==> src/rtl/uart_rx_fifo_ctrl_pkg.sv <==
// Shared definitions for the UART receive-side FIFO controller.
// - Baud-select to bit-period table (clocks per bit at a 50 MHz system clock).
// - RDA trigger-level constants and the trigger decode helper.
// - Default FIFO depth and character-timeout parameters.
package uart_rx_fifo_ctrl_pkg;

  // The bit-period table below is only valid for this system clock.
  localparam int CLK_FREQ        = 50_000_000;
  localparam int DEF_FIFO_DEPTH  = 16;
  localparam int DEF_TO_CHARS    = 4;
  localparam int BITS_PER_CHAR   = 10;
  localparam int TO_W            = 22;

  localparam int TRIG_BYTES_0 = 1;
  localparam int TRIG_BYTES_1 = 4;
  localparam int TRIG_BYTES_2 = 8;
  localparam int TRIG_BYTES_3 = 14;

  // Clocks per bit for each baud select (same encoding as uart_rx).
  function automatic logic [15:0] bps_to_period(input logic [2:0] bps);
    case (bps)
      3'd0:    return 16'd41667;
      3'd1:    return 16'd10417;
      3'd2:    return 16'd5208;
      3'd3:    return 16'd2604;
      3'd4:    return 16'd1302;
      3'd5:    return 16'd868;
      3'd6:    return 16'd434;
      default: return 16'd217;
    endcase
  endfunction

  // RDA trigger field to byte count.
  function automatic int trig_to_bytes(input logic [1:0] trig);
    case (trig)
      2'd0:    return TRIG_BYTES_0;
      2'd1:    return TRIG_BYTES_1;
      2'd2:    return TRIG_BYTES_2;
      default: return TRIG_BYTES_3;
    endcase
  endfunction

endpackage

==> src/rtl/uart_sync_fifo.sv <==
// Synchronous first-word-fall-through FIFO with flush.
// Ports:
//   clk, rst        clock, asynchronous active-high reset
//   clr             flush: pointers and level to 0, wins over push/pop
//   push, din       write din this cycle (dropped when full unless popping)
//   pop             discard oldest entry this cycle (ignored when empty)
//   dout            oldest entry, 0 when empty
//   level           entries stored, 0..DEPTH
//   full, empty     level == DEPTH / level == 0
module uart_sync_fifo
  import uart_rx_fifo_ctrl_pkg::*;
#(
  parameter int WIDTH  = 8,
  parameter int DEPTH  = DEF_FIFO_DEPTH,
  localparam int ADDR_W = $clog2(DEPTH)
) (
  input  logic              clk,
  input  logic              rst,
  input  logic              clr,
  input  logic              push,
  input  logic              pop,
  input  logic [WIDTH-1:0]  din,
  output logic [WIDTH-1:0]  dout,
  output logic [ADDR_W:0]   level,
  output logic              full,
  output logic              empty
);

  logic [WIDTH-1:0]  mem_q [DEPTH];
  logic [ADDR_W-1:0] wr_ptr_q, wr_ptr_d;
  logic [ADDR_W-1:0] rd_ptr_q, rd_ptr_d;
  logic [ADDR_W:0]   level_q, level_d;
  logic              push_ok, pop_ok;

  always_comb begin
    empty   = (level_q == '0);
    full    = (level_q == (ADDR_W+1)'(DEPTH));
    pop_ok  = pop & ~empty;
    // A push into a full FIFO still succeeds when the same cycle frees a slot.
    push_ok = push & (~full | pop_ok);
    dout    = empty ? '0 : mem_q[rd_ptr_q];
    level   = level_q;

    wr_ptr_d = wr_ptr_q;
    rd_ptr_d = rd_ptr_q;
    level_d  = level_q;
    if (clr) begin
      wr_ptr_d = '0;
      rd_ptr_d = '0;
      level_d  = '0;
    end else begin
      if (push_ok) wr_ptr_d = wr_ptr_q + ADDR_W'(1);
      if (pop_ok)  rd_ptr_d = rd_ptr_q + ADDR_W'(1);
      case ({push_ok, pop_ok})
        2'b10:   level_d = level_q + (ADDR_W+1)'(1);
        2'b01:   level_d = level_q - (ADDR_W+1)'(1);
        default: level_d = level_q;
      endcase
    end
  end

  always_ff @(posedge clk or posedge rst) begin
    if (rst) begin
      wr_ptr_q <= '0;
      rd_ptr_q <= '0;
      level_q  <= '0;
    end else begin
      wr_ptr_q <= wr_ptr_d;
      rd_ptr_q <= rd_ptr_d;
      level_q  <= level_d;
    end
  end

  // Storage needs no reset: dout is masked to 0 while empty.
  always_ff @(posedge clk) begin
    if (push_ok && !clr) mem_q[wr_ptr_q] <= din;
  end

endmodule

==> src/rtl/uart_rx_fifo_ctrl.sv <==
// Receive-side controller of a 16550-compatible UART.
// Buffers bytes from uart_rx in a FIFO (or a 1-deep holding register in
// 16450 mode), and generates RDA, character-timeout (CTI) and overrun status.
// Ports:
//   i_sys_clk, i_sys_rst   clock, asynchronous active-high reset
//   i_rx_data, i_rx_flag   received byte and its 1-cycle valid strobe
//   i_rx_uart_bps          baud select, times the character timeout
//   i_fifo_en              1 = FIFO mode, 0 = 16450 mode; a change flushes
//   i_fifo_clr             1-cycle flush pulse
//   i_trig_lvl             RDA trigger: 1/4/8/14 bytes
//   i_rd_en                1-cycle pop of the oldest byte
//   i_lsr_rd               1-cycle LSR read, clears o_overrun
//   o_rd_data              oldest byte (fall-through), 0 when empty
//   o_level                bytes stored
//   o_data_ready           o_level != 0
//   o_rda_irq              o_level >= trigger
//   o_cti_irq              character timeout pending
//   o_overrun              sticky byte-lost flag
//
// Strobe semantics: i_rx_flag, i_rd_en, i_fifo_clr and i_lsr_rd are
// single-cycle requests with no back-pressure; each is acted on at the
// rising edge where it is high and the effect is visible after that edge.
// A pop of an empty buffer and a push into a full one are silently absorbed
// (the latter raising o_overrun).
module uart_rx_fifo_ctrl
  import uart_rx_fifo_ctrl_pkg::*;
#(
  parameter int FIFO_DEPTH = DEF_FIFO_DEPTH,
  parameter int TO_CHARS   = DEF_TO_CHARS,
  localparam int ADDR_W    = $clog2(FIFO_DEPTH),
  localparam int LW        = ADDR_W + 1
) (
  input  logic          i_sys_clk,
  input  logic          i_sys_rst,
  input  logic [7:0]    i_rx_data,
  input  logic          i_rx_flag,
  input  logic [2:0]    i_rx_uart_bps,
  input  logic          i_fifo_en,
  input  logic          i_fifo_clr,
  input  logic [1:0]    i_trig_lvl,
  input  logic          i_rd_en,
  input  logic          i_lsr_rd,
  output logic [7:0]    o_rd_data,
  output logic [LW-1:0] o_level,
  output logic          o_data_ready,
  output logic          o_rda_irq,
  output logic          o_cti_irq,
  output logic          o_overrun
);

  logic            fifo_en_q, fifo_en_d;
  logic [2:0]      bps_q, bps_d;
  logic            overrun_q, overrun_d;
  logic [TO_W-1:0] to_cnt_q, to_cnt_d;

  logic [LW-1:0]   level;
  logic            full, empty;
  logic            flush, fifo_pop, overflow;
  logic            to_clr, to_sat;
  logic [TO_W-1:0] to_limit;
  logic [LW-1:0]   trig_bytes;

  uart_sync_fifo #(
    .WIDTH (8),
    .DEPTH (FIFO_DEPTH)
  ) u_fifo (
    .clk   (i_sys_clk),
    .rst   (i_sys_rst),
    .clr   (flush),
    .push  (i_rx_flag),
    .pop   (fifo_pop),
    .din   (i_rx_data),
    .dout  (o_rd_data),
    .level (level),
    .full  (full),
    .empty (empty)
  );

  always_comb begin
    // A mode change discards whatever was buffered under the old mode.
    flush    = i_fifo_clr | (i_fifo_en ^ fifo_en_q);
    // 16450 overwrite: a push onto the held byte also pops it, so the new
    // byte replaces the old one and the level stays at 1.
    fifo_pop = i_rd_en | (~i_fifo_en & i_rx_flag & ~empty);
    overflow = i_rx_flag & ~i_rd_en & ~flush & (i_fifo_en ? full : ~empty);

    to_limit = TO_W'(TO_CHARS * BITS_PER_CHAR) * TO_W'(bps_to_period(i_rx_uart_bps));
    to_sat   = (to_cnt_q == to_limit);
    to_clr   = i_rx_flag | i_rd_en | flush | (i_rx_uart_bps != bps_q) | empty;

    trig_bytes = i_fifo_en ? LW'(trig_to_bytes(i_trig_lvl)) : LW'(1);

    fifo_en_d = i_fifo_en;
    bps_d     = i_rx_uart_bps;

    // Set wins over an LSR read in the same cycle so the loss is not missed.
    overrun_d = overrun_q;
    if (overflow)      overrun_d = 1'b1;
    else if (i_lsr_rd) overrun_d = 1'b0;

    if (to_clr)      to_cnt_d = '0;
    else if (to_sat) to_cnt_d = to_cnt_q;
    else             to_cnt_d = to_cnt_q + TO_W'(1);
  end

  always_ff @(posedge i_sys_clk or posedge i_sys_rst) begin
    if (i_sys_rst) begin
      fifo_en_q <= 1'b0;
      bps_q     <= '0;
      overrun_q <= 1'b0;
      to_cnt_q  <= '0;
    end else begin
      fifo_en_q <= fifo_en_d;
      bps_q     <= bps_d;
      overrun_q <= overrun_d;
      to_cnt_q  <= to_cnt_d;
    end
  end

  assign o_level      = level;
  assign o_data_ready = ~empty;
  assign o_rda_irq    = (level >= trig_bytes);
  assign o_cti_irq    = to_sat & ~empty & i_fifo_en;
  assign o_overrun    = overrun_q;

endmodule

==> config.mk <==
export PLATFORM = sky130hd
export DESIGN_NAME = uart_rx_fifo_ctrl
export DESIGN_NICKNAME = d
export VERILOG_FILES = /design/src/rtl/uart_rx_fifo_ctrl_pkg.sv /design/src/rtl/uart_sync_fifo.sv /design/src/rtl/uart_rx_fifo_ctrl.sv
export SDC_FILE = /design/constraint.sdc
export NUM_CORES = 1
export LEC_CHECK = 0
export ABC_AREA = 1
export CORE_MARGIN = 2
export CORE_UTILIZATION = 65
export CTS_CLUSTER_SIZE = 25
export DETAILED_ROUTE_END_ITERATION = 10
export GPL_TIMING_DRIVEN = 0
export HOLD_SLACK_MARGIN = 0.02
export PLACE_DENSITY_LB_ADDON = 0.1
export SLEW_MARGIN = 40
export SYNTH_ARGS = -nofsm -noshare
export SYNTH_HDL_FRONTEND = slang
export SYNTH_SLANG_ARGS = --single-unit
==> constraint.sdc <==
create_clock -name i_sys_clk -period 8.4 [get_ports i_sys_clk]
set_clock_uncertainty 0.15 [all_clocks]
set_input_delay 1.26 -clock i_sys_clk [delete_from_list [all_inputs] [get_ports i_sys_clk]]
set_output_delay 1.26 -clock i_sys_clk [all_outputs]
set_load 0.03 [all_outputs]
Word level (Yosys, flattened, before mapping)
Memory sizes are Yosys's and may differ from the RTL's.
Index checks and enable logic that the tools add are counted.
{"block": "word_totals", "ff_bits": 40, "ramBits": 128, "inputBits": 20, "output_inout_bits": 17, "elab_cells": 77, "n_memories": 1}
{"block": "classes", "n_addsub": 5, "n_mul": 1, "n_lt_le_gt_ge": 1, "n_eq_ne": 14, "n_mux": 17, "n_bitwise": 22, "reduce_logical": 9}
{"memory": "u_fifo.mem_q", "words": 16, "width": 8, "rd": 1, "rd_ports_with_merged_regs": 0, "write_ports": 1, "line": "uart_sync_fifo.sv:29", "source": "logic [WIDTH-1:0] mem_q [DEPTH];"}
{"operator": "case mux 16 bit (7 select lines)", "count": 1}
{"operator": "two-way mux 22 bit", "count": 2}
{"operator": "adder 22 x 1 -> 22 bit, second input constant", "count": 1}
{"operator": "== test 22 bit", "count": 1}
{"operator": "multiplier 3 x 16 -> 19 bit, first input constant", "count": 1}
{"operator": "two-way mux 4 bit", "count": 4}
{"operator": "case mux 4 bit (3 select lines)", "count": 1}
{"operator": "two-way mux 5 bit", "count": 2}
{"operator": "case mux 5 bit (2 select lines)", "count": 1}
{"operator": "bitwise AND 1 bit", "count": 9}
{"operator": "== test 3 bit, second input constant", "count": 3}
{"operator": "adder 4 x 1 -> 4 bit, second input constant", "count": 2}
{"operator": "two-way mux 8 bit", "count": 1}
{"operator": "OR 1 bit", "count": 7}
{"operator": "== test 3 x 2 -> 1 bit, second input constant", "count": 2}
{"operator": "nonzero test 2 bit", "count": 3}
{"operator": "adder 5 x 1 -> 5 bit, second input constant", "count": 1}
{"operator": "== test 5 bit, second input constant", "count": 1}
{"operator": ">= comparator 5 bit", "count": 1}
{"operator": "logical NOT 5 bit", "count": 1}
{"operator": "two-way mux 1 bit", "count": 5}
{"operator": "inverter 1 bit", "count": 5}
{"operator": "subtractor 5 x 1 -> 5 bit, second input constant", "count": 1}
{"operator": "== test 2 x 1 -> 1 bit, second input constant", "count": 2}
{"operator": "other kinds (10)", "count": 11}

Longest topological paths before layout
Gate-level depths: netlist (run 1).
{"block": "logic_depth", "ltp_word": 10, "ltp_mapped": 23, "depth_no_buf": 22}

Cells and area by module
Synthesis (run 1) repeated with hierarchy kept, for this count alone.
{"block": "hier_totals", "cells_unflattened": 1070, "hier_area_um2": 9480.3}
{"mod": "uart_sync_fifo", "n_inst": 1, "cells_per_inst": 553, "area_per_inst_um2": 6155.9, "seq_area_each_um2": 4169.0}
{"mod": "uart_rx_fifo_ctrl", "n_inst": 1, "cells_per_inst": 517, "area_per_inst_um2": 3324.4, "seq_area_each_um2": 675.6}

Worst setup path after synthesis (run 1)
OpenSTA, ideal clock, no wires.
{"block": "synth_path", "path_kind": "input -> output", "from": "in i_rx_uart_bps[1]", "to": "out o_cti_irq", "t_arrival_ns": 3.900, "t_required_ns": 6.990, "setup_slack_ns": 3.090, "stages": 19, "n_path_buf": 1, "path_cell_list": "buf_6 -> inv_2 -> ha_1 -> inv_1 -> nand2_1 -> ha_1 -> ha_1 -> inv_1 -> fa_1 -> xnor2_1 -> nor2_1 -> nand3_1 -> nor2_1 -> nand2_1 -> nor2_2 -> nand2_1 -> nor2_4 -> nand4_4 -> nor2_1"}
{"block": "synth_via", "elab_chain_len": 6, "word_cells_on_any_way": 12, "classes_between": "mul: 1; eq/ne: 7; mux: 1; bitwise: 2; reduce/logical: 1"}
{"element": "from (decl)", "line": "uart_rx_fifo_ctrl.sv:37", "source": "input logic [2:0] i_rx_uart_bps,"}
{"element": "== test 3 bit, or another cell as far along", "line": "uart_rx_fifo_ctrl_pkg.sv:21", "source": "case (bps)"}
{"element": "case mux 16 bit (7 select lines) *", "line": "uart_rx_fifo_ctrl_pkg.sv:21"}
{"element": "multiplier 3 x 16 -> 19 bit *", "line": "uart_rx_fifo_ctrl.sv:87", "source": "to_limit = TO_W'(TO_CHARS * BITS_PER_CHAR) * TO_W'(bps_to_period(i_rx_uart_bps));"}
{"element": "== test 22 bit *", "line": "uart_rx_fifo_ctrl.sv:88", "source": "to_sat = (to_cnt_q == to_limit);"}
{"element": "bitwise AND 1 bit * (2 in series)", "line": "uart_rx_fifo_ctrl.sv:123", "source": "assign o_cti_irq = to_sat & ~empty & i_fifo_en;"}
{"element": "to (decl)", "line": "uart_rx_fifo_ctrl.sv:47", "source": "output logic o_cti_irq,"}
Every way passes the cells marked *; elsewhere a longest branch is shown, timed or not.

Worst setup path in the final report (run 1)
Ends and elaborated chain as after synthesis.

==> results of run 1 <==
## cells in the final DEF (no fill, tap or decap), types with 3 or more instances in the layout
cell type        instances
edfxtp_1               128
ha_1                    42
nor2_1                 141
clkdlybuf4s50_1         36
a21oi_1                 37
clkbuf_16               17
xor2_1                   9
nor2_4                   4
nor2_2                   7
clkinv_4                 5
xnor2_1                 11
o221ai_1                24
nand2_1                124
buf_2                    3
nand2_4                  6
nand4_1                 11
nor3_1                   4
bufinv_16                3
clkbuf_1                26
o21ai_0                 86
inv_1                   78
o22ai_1                 11
o21bai_1                 3
nand3_1                 53
o21ai_1                  4
o21a_1                   6
nand2_2                 10
inv_2                   11
dfrtp_1                 40
## sequential cells by signal, summed over array words and instances, names as in the netlist
signal	cells
u_fifo.mem_q	128
bps_q	3
u_fifo.level	5
to_cnt_q	22
o_overrun	1
u_fifo.rd_ptr_q	4
fifo_en_q	1
u_fifo.wr_ptr_q	4
## cell type report
class,count,area [µm²],share of cell area [%]
multi-input combinational,614,3530,35.2
clock inverter,11,151,1.51
timing repair buffer,36,360,3.59
clock buffer,20,437,4.35
inverter,93,359,3.58
buffer,30,139,1.38
tap,176,220,2.19
sequential,168,4840,48.2
## Yosys cell counts, types with 2 or more instances
master    count
buf_6         2
a211oi_1      2
nor2_1      142
o21ai_1       4
or2_1         2
nor3_4        2
buf_4         2
a21oi_1      37
nand2_2      10
ha_1         42
xor2_1        9
nand2_1     124
nor2_2        6
o221ai_1     24
inv_1        79
clkbuf_1     23
o21ai_0      86
nand3_2       2
inv_2        11
o22ai_1      11
dfrtp_1      40
nand4_1      11
o21a_1        6
o21bai_1      3
buf_2         3
xnor2_1      11
nand2_4       6
fa_1          2
nand3_1      53
nor3_1        4
edfxtp_1    128
nor2_4        4
## per-stage QoR
step | power, mW | cell area, µm² | hold WS [ns]
final | 2.06 | 10000 | 0.398
after CTS | 2.06 | 10000 | 0.393
after global placement | 1.28 | 9450 | 0.362
after detailed placement | 1.29 | 9450 | 0.387
after floorplan | 1.17 | 8870 | 0.347
after global routing | 2.14 | 10000 | 0.418
## cells by family after synthesis
group	count (synthesis)
buffers and inverters	123
and+or+nand+nor	373
xor gates and xnor gates	20
AOI/OAI and AO/OA	177
adders and majority gates	44
DFF	168
## worst max-delay path: cells and delay by family
family / cells / cell delay, ns
buffers and inverters: 6 / 1.78
adders and majority gates: 4 / 1.08
and+or+nand+nor: 10 / 1.04
xor gates and xnor gates: 1 / 0.13
## layer usage
metal  GRT usage [%]  vias to the layer above  part of all wire [%]
met5               0                        -                     0
met3            5.90                       99                   7.5
met4            18.8                        0                   5.5
met1            39.1                     3320                    37
met2            56.6                      382                    50
li1                -                     3240                     -
## power by group
part / switching, mW / internal, mW
Combinational: 0.248 / 0.125
Sequential: 0.00774 / 0.903
Clock: 0.315 / 0.467
Total: 0.570 / 1.49
## how the worst min path moves through the flow
stage                                           endpoint
after floorplan           u_fifo.wr_ptr_q[3]$_DFFE_PP0P_
after global placement             o_overrun$_DFFE_PP0P_
after detailed placement  u_fifo.wr_ptr_q[3]$_DFFE_PP0P_
after CTS                 u_fifo.wr_ptr_q[3]$_DFFE_PP0P_
after global routing      u_fifo.wr_ptr_q[3]$_DFFE_PP0P_
final                              o_overrun$_DFFE_PP0P_
==> impl_metrics.json, run 1 <==
{
  "grt_start_max_net_pins": 41,
  "initial_core_util_pct": 66.7,
  "antenna_found_initial": 0,
  "synth-xor-area-share_pct": 1.98,
  "fp.dieW_um": 121,
  "vias_per_cell": 6.13,
  "place_inst": 1117,
  "cts_inserted_buffers": 17,
  "reg2reg_to": "u_fifo.level[4]$_DFFE_PP0P_",
  "drtPass1Iterations": 5,
  "n_fill_cell": 909,
  "synthSimpleGateAreaFrac_pct": 19.7,
  "yosys.area.top_type": "edfxtp_1",
  "cts.sinks": 168,
  "finalMaxSlewViolations": 0,
  "vdd_drop_max_mv": 0.115,
  "cp_max_fo": 7,
  "synthMuxAreaShare_pct": 0,
  "status": "completed",
  "synth_edf_count": 128,
  "clk_latency_ns": 0.43,
  "end_kind": "output pin",
  "cts_resized": 0,
  "vias": 7041,
  "grt_usage_pct": 33.0,
  "synth-adder-area-share_pct": 6.38,
  "regToRegSetupSlack_ns": 5.32,
  "worstReg2RegStart": "u_fifo.level[0]$_DFFE_PP0P_",
  "fin_crit_sh_pct": 79.7,
  "maxCapViolCount": 0,
  "crit_end": "o_cti_irq",
  "min_period_ns": 6.69,
  "synth_top_area_share_pct": 43.3,
  "syn_avg_cell_area_um2": 9.80,
  "drtIter0Drc": 883,
  "synth.distinct_cells": 46,
  "min_path_cells": 2,
  "crit_arrival_ns": 5.28,
  "gr-total-overflow": 0,
  "hold_buffers": 0,
  "wire_per_inst_um": 19.7,
  "syn_area_mm2": 0.00887,
  "ys_ff_latch": 168,
  "hpwl_um": 15800,
  "required_ns": 6.99,
  "ant_nets": 0,
  "nets": 1024,
  "h-tree-depth": 4,
  "cts_tree": "done",
  "setup-tns-final_ns": 0,
  "setup_viol": 0,
  "root_buffer": "clkbuf_16",
  "antenna_cells": 0,
  "syn_inst": 905,
  "port_buffers": 36,
  "core_mm2": 0.0133,
  "finalNonFillerCells": 1148,
  "slew_headroom_pct": 45.1,
  "synth_top_family_by_area": "simple AND/OR/NAND/NOR gates",
  "synth.net_count": 969,
  "grt_pass1_vias": 7075,
  "hp-start": "o_overrun$_DFFE_PP0P_",
  "rows": 42,
  "yosys_warnings": 0,
  "drt_wl_total_um": 22600,
  "post-place-ws_ns": 1.69,
  "critical_path_class": "input port to output pin",
  "cts.clk_slew.worst_paths_ns": 0.06,
  "cp_slowest_stage_delay_ns": 0.69,
  "fin_ws_ns": 1.71,
  "syn_to_final_growth_pct": 13.2,
  "cp_slowest_cell": "clkdlybuf4s50_1",
  "dieArea_mm2": 0.0146,
  "io_pins": 37,
  "grt_pass1_wl_um": 36100,
  "die_y_um": 121,
  "tightest_slew_ns": 0.820,
  "hold_path_class": "register to register",
  "post-route-util_pct": 75.5,
  "gp_congestion": 0.920,
  "cts_setup_buffers": 0,
  "cts_buffer_depth": 2,
  "max_freq_mhz": 149,
  "synth-compound-area-share_pct": 11.8,
  "startpoint": "i_rx_uart_bps[1]",
  "p_leak_nw": 4.03,
  "async_flop_share_pct": 23.8,
  "rsz0062_at_grt": "false",
  "hold_viol_final": 0,
  "power_density_mw_per_mm2": 206,
  "drc": 0,
  "drive_gt1_share_pct": 8.95,
  "synth_area_leaders": "edfxtp_1 (43%), dfrtp_1 (11%), nor2_1 (6.0%)",
  "start_kind": "input port",
  "reg2regPathDepth": 12,
  "seq_area_frac_synth_pct": 54.6,
  "crit_chain": "clkdlybuf4s50_1, buf_6, inv_2, ha_1, inv_1, nand2_1, ha_1, ha_1, inv_1, fa_1, xnor2_1, nor2_1, nand3_1, nor2_1, nand2_1, nor2_2, nand2_1, nor2_4, nand4_4, nor2_1, clkdlybuf4s50_1",
  "synth_ff_type": "edfxtp_1"
}
Power figures use the tool's default switching activity.
==> run 2: changes to the inputs <==
--- a/config.mk
+++ b/config.mk
@@ -7,7 +7,7 @@
 export LEC_CHECK = 0
 export ABC_AREA = 1
 export CORE_MARGIN = 2
-export CORE_UTILIZATION = 65
+export CORE_UTILIZATION = 61
 export CTS_CLUSTER_SIZE = 25
 export DETAILED_ROUTE_END_ITERATION = 10
 export GPL_TIMING_DRIVEN = 0
==> constraint.sdc (replaced) <==
create_clock -name i_sys_clk -period 6.23 [get_ports i_sys_clk]
set_clock_uncertainty 0.15 [all_clocks]
set_input_delay 0.9345 -clock i_sys_clk [delete_from_list [all_inputs] [get_ports i_sys_clk]]
set_output_delay 0.9345 -clock i_sys_clk [all_outputs]
set_load 0.03 [all_outputs]
==> impl_metrics.json, run 2 (synthesized netlist as in run 1, its figures left out) <==
{
  "largest_register_ffs": 128,
  "critical_path_class": "input port to output pin",
  "vdd_drop_max_mv": 0.243,
  "dieArea_mm2": 0.0155,
  "nets": 1024,
  "setup-tns-final_ns": 0,
  "cts.clk_slew.worst_paths_ns": 0.06,
  "min_period_ns": 5.73,
  "finalNonFillerCells": 1157,
  "fp.dieW_um": 125,
  "antenna_cells": 0,
  "path_buf_inv": 6,
  "cts_buffer_depth": 2,
  "n_fill_cell": 1076,
  "fin_total_pwr_mw": 2.85,
  "tightest_slew_ns": 0.850,
  "cp_slowest_stage_delay_ns": 0.58,
  "drtPass1Iterations": 6,
  "max_freq_mhz": 174,
  "p_leak_nw": 4.07,
  "vias_per_cell": 5.88,
  "cts_resized": 0,
  "gp_congestion": 0.900,
  "h-tree-depth": 4,
  "ant_nets": 0,
  "root_buffer": "clkbuf_16",
  "cts_setup_buffers": 0,
  "initial_core_util_pct": 61.7,
  "drc": 0,
  "clk_latency_ns": 0.43,
  "cts_tree": "done",
  "gr-total-overflow": 0,
  "start_kind": "input port",
  "hold_buffers": 0,
  "regMostFlops": "u_fifo.mem_q",
  "final_common_cell": "nor2_1",
  "drive_gt1_share_pct": 9.56,
  "io_pins": 37,
  "finalMaxSlewViolations": 0,
  "grt_start_max_net_pins": 41,
  "cts.sinks": 168,
  "drtIter0Drc": 592,
  "cts_inserted_buffers": 17,
  "crit_arrival_ns": 4.65,
  "place_inst": 1125,
  "grt_pass1_vias": 7102,
  "vias": 6808,
  "grt_usage_pct": 29.0,
  "slew_headroom_pct": 43.2,
  "post-route-util_pct": 70.3,
  "antenna_found_initial": 0,
  "die_y_um": 125,
  "rows": 44,
  "port_buffers": 36,
  "drt_wl_total_um": 21400,
  "core_mm2": 0.0144,
  "hpwl_um": 15500,
  "critical_path.top_delay_family": "buffers and inverters",
  "power_density_mw_per_mm2": 282,
  "crit_chain": "clkdlybuf4s50_1, buf_6, inv_2, ha_1, inv_1, nand2_1, ha_1, ha_1, inv_1, fa_1, xnor2_1, nor2_1, nand3_1, nor2_1, nand2_1, nor2_2, nand2_1, nor2_4, nand4_4, nor2_1, dlymetal6s2s_1",
  "fin_crit_sh_pct": 92.0,
  "cp_max_fo": 7,
  "syn_to_final_growth_pct": 13.9,
  "hold_path_class": "register to register",
  "cp_slowest_cell": "clkdlybuf4s50_1",
  "required_ns": 5.15,
  "hold_viol_final": 0,
  "setup_viol": 0,
  "end_kind": "output pin",
  "mostFrequentLayoutCells": "nor2_1 (139), edfxtp_1 (128), nand2_1 (124)",
  "wire_per_inst_um": 18.5,
  "rsz0062_at_grt": "false",
  "maxCapViolCount": 0,
  "status": "completed",
  "grt_pass1_wl_um": 35000
}
-- run 2: cell types whose count changed in the layout (fill, tap and decap cells not counted), sizes merged --
cell | previous run | this run
dlymetal6s2s | 0 | 1
clkinv | 8 | 5
clkbuf | 43 | 41
clkdlybuf4s50 | 36 | 35
inv | 92 | 97
bufinv | 3 | 4
-- run 2: area by class of cell --
class / count / area (µm²) / share of cell area (%)
Sequential cell: 168 / 4840 / 48.0
Buffer: 30 / 139 / 1.37
Clock inverter: 14 / 191 / 1.90
Tap cell: 184 / 230 / 2.28
Inverter: 93 / 359 / 3.56
Multi-Input combinational cell: 614 / 3530 / 35.0
Clock buffer: 18 / 439 / 4.35
Timing Repair Buffer: 36 / 363 / 3.59
-- run 2: per-layer routing --
metal / vias to the layer above / routed length, µm / GRT usage (%)
li1: 3233 / - / -
met1: 3201 / 8220 / 32.8
met2: 304 / 10800 / 50.6
met3: 70 / 1410 / 6.23
met4: 0 / 1040 / 16.9
met5: - / 0 / 0
-- run 2: power breakdown --
| part | internal, mW | total (mW) | switching (mW) |
|---|---|---|---|
| combinational | 0.169 | 0.489 | 0.320 |
| clock | 0.685 | 1.13 | 0.443 |
| sequential | 1.22 | 1.23 | 0.0105 |
-- run 2: per-stage QoR --
step | setup WS (ns) | cell area, µm² | hold WS [ns]
finish | 0.496 | 10100 | 0.383
global route | 0.196 | 10100 | 0.421
CTS | 0.0919 | 10100 | 0.385
detailed placement | 0.111 | 9470 | 0.378
global placement | 0.204 | 9460 | 0.363
floorplan | 1.57 | 8870 | 0.347
-- run 2: worst paths after layout --
path                                             startpoint                          end  slack [ns]  cells after the start
worst min-delay path                  o_overrun$_DFFE_PP0P_        o_overrun$_DFFE_PP0P_        0.38                      2
worst max-delay path                       i_rx_uart_bps[1]                    o_cti_irq        0.50                     21
worst max register to register  u_fifo.level[0]$_DFFE_PP0P_  u_fifo.level[4]$_DFFE_PP0P_        3.23                     12
min in group asynchronous                         i_sys_rst  u_fifo.level[2]$_DFFE_PP0P_        0.75                      2
max in group asynchronous                         i_sys_rst     to_cnt_q[16]$_DFFE_PP0P_        4.81                      2
worst min register to register        o_overrun$_DFFE_PP0P_        o_overrun$_DFFE_PP0P_        0.38                      2
-- run 2: worst register-to-register path: stages (launching register included) --
cell and delay, ns:
dfrtp_1 0.44, inv_1 0.14, nand4_1 0.19, nor2_2 0.49
inv_2 0.11, nand2_2 0.19, nor2_1 0.17, fa_1 0.44
nand3_1 0.10, nand2_1 0.07, xor2_1 0.16, xnor2_1 0.15
o22ai_1 0.09
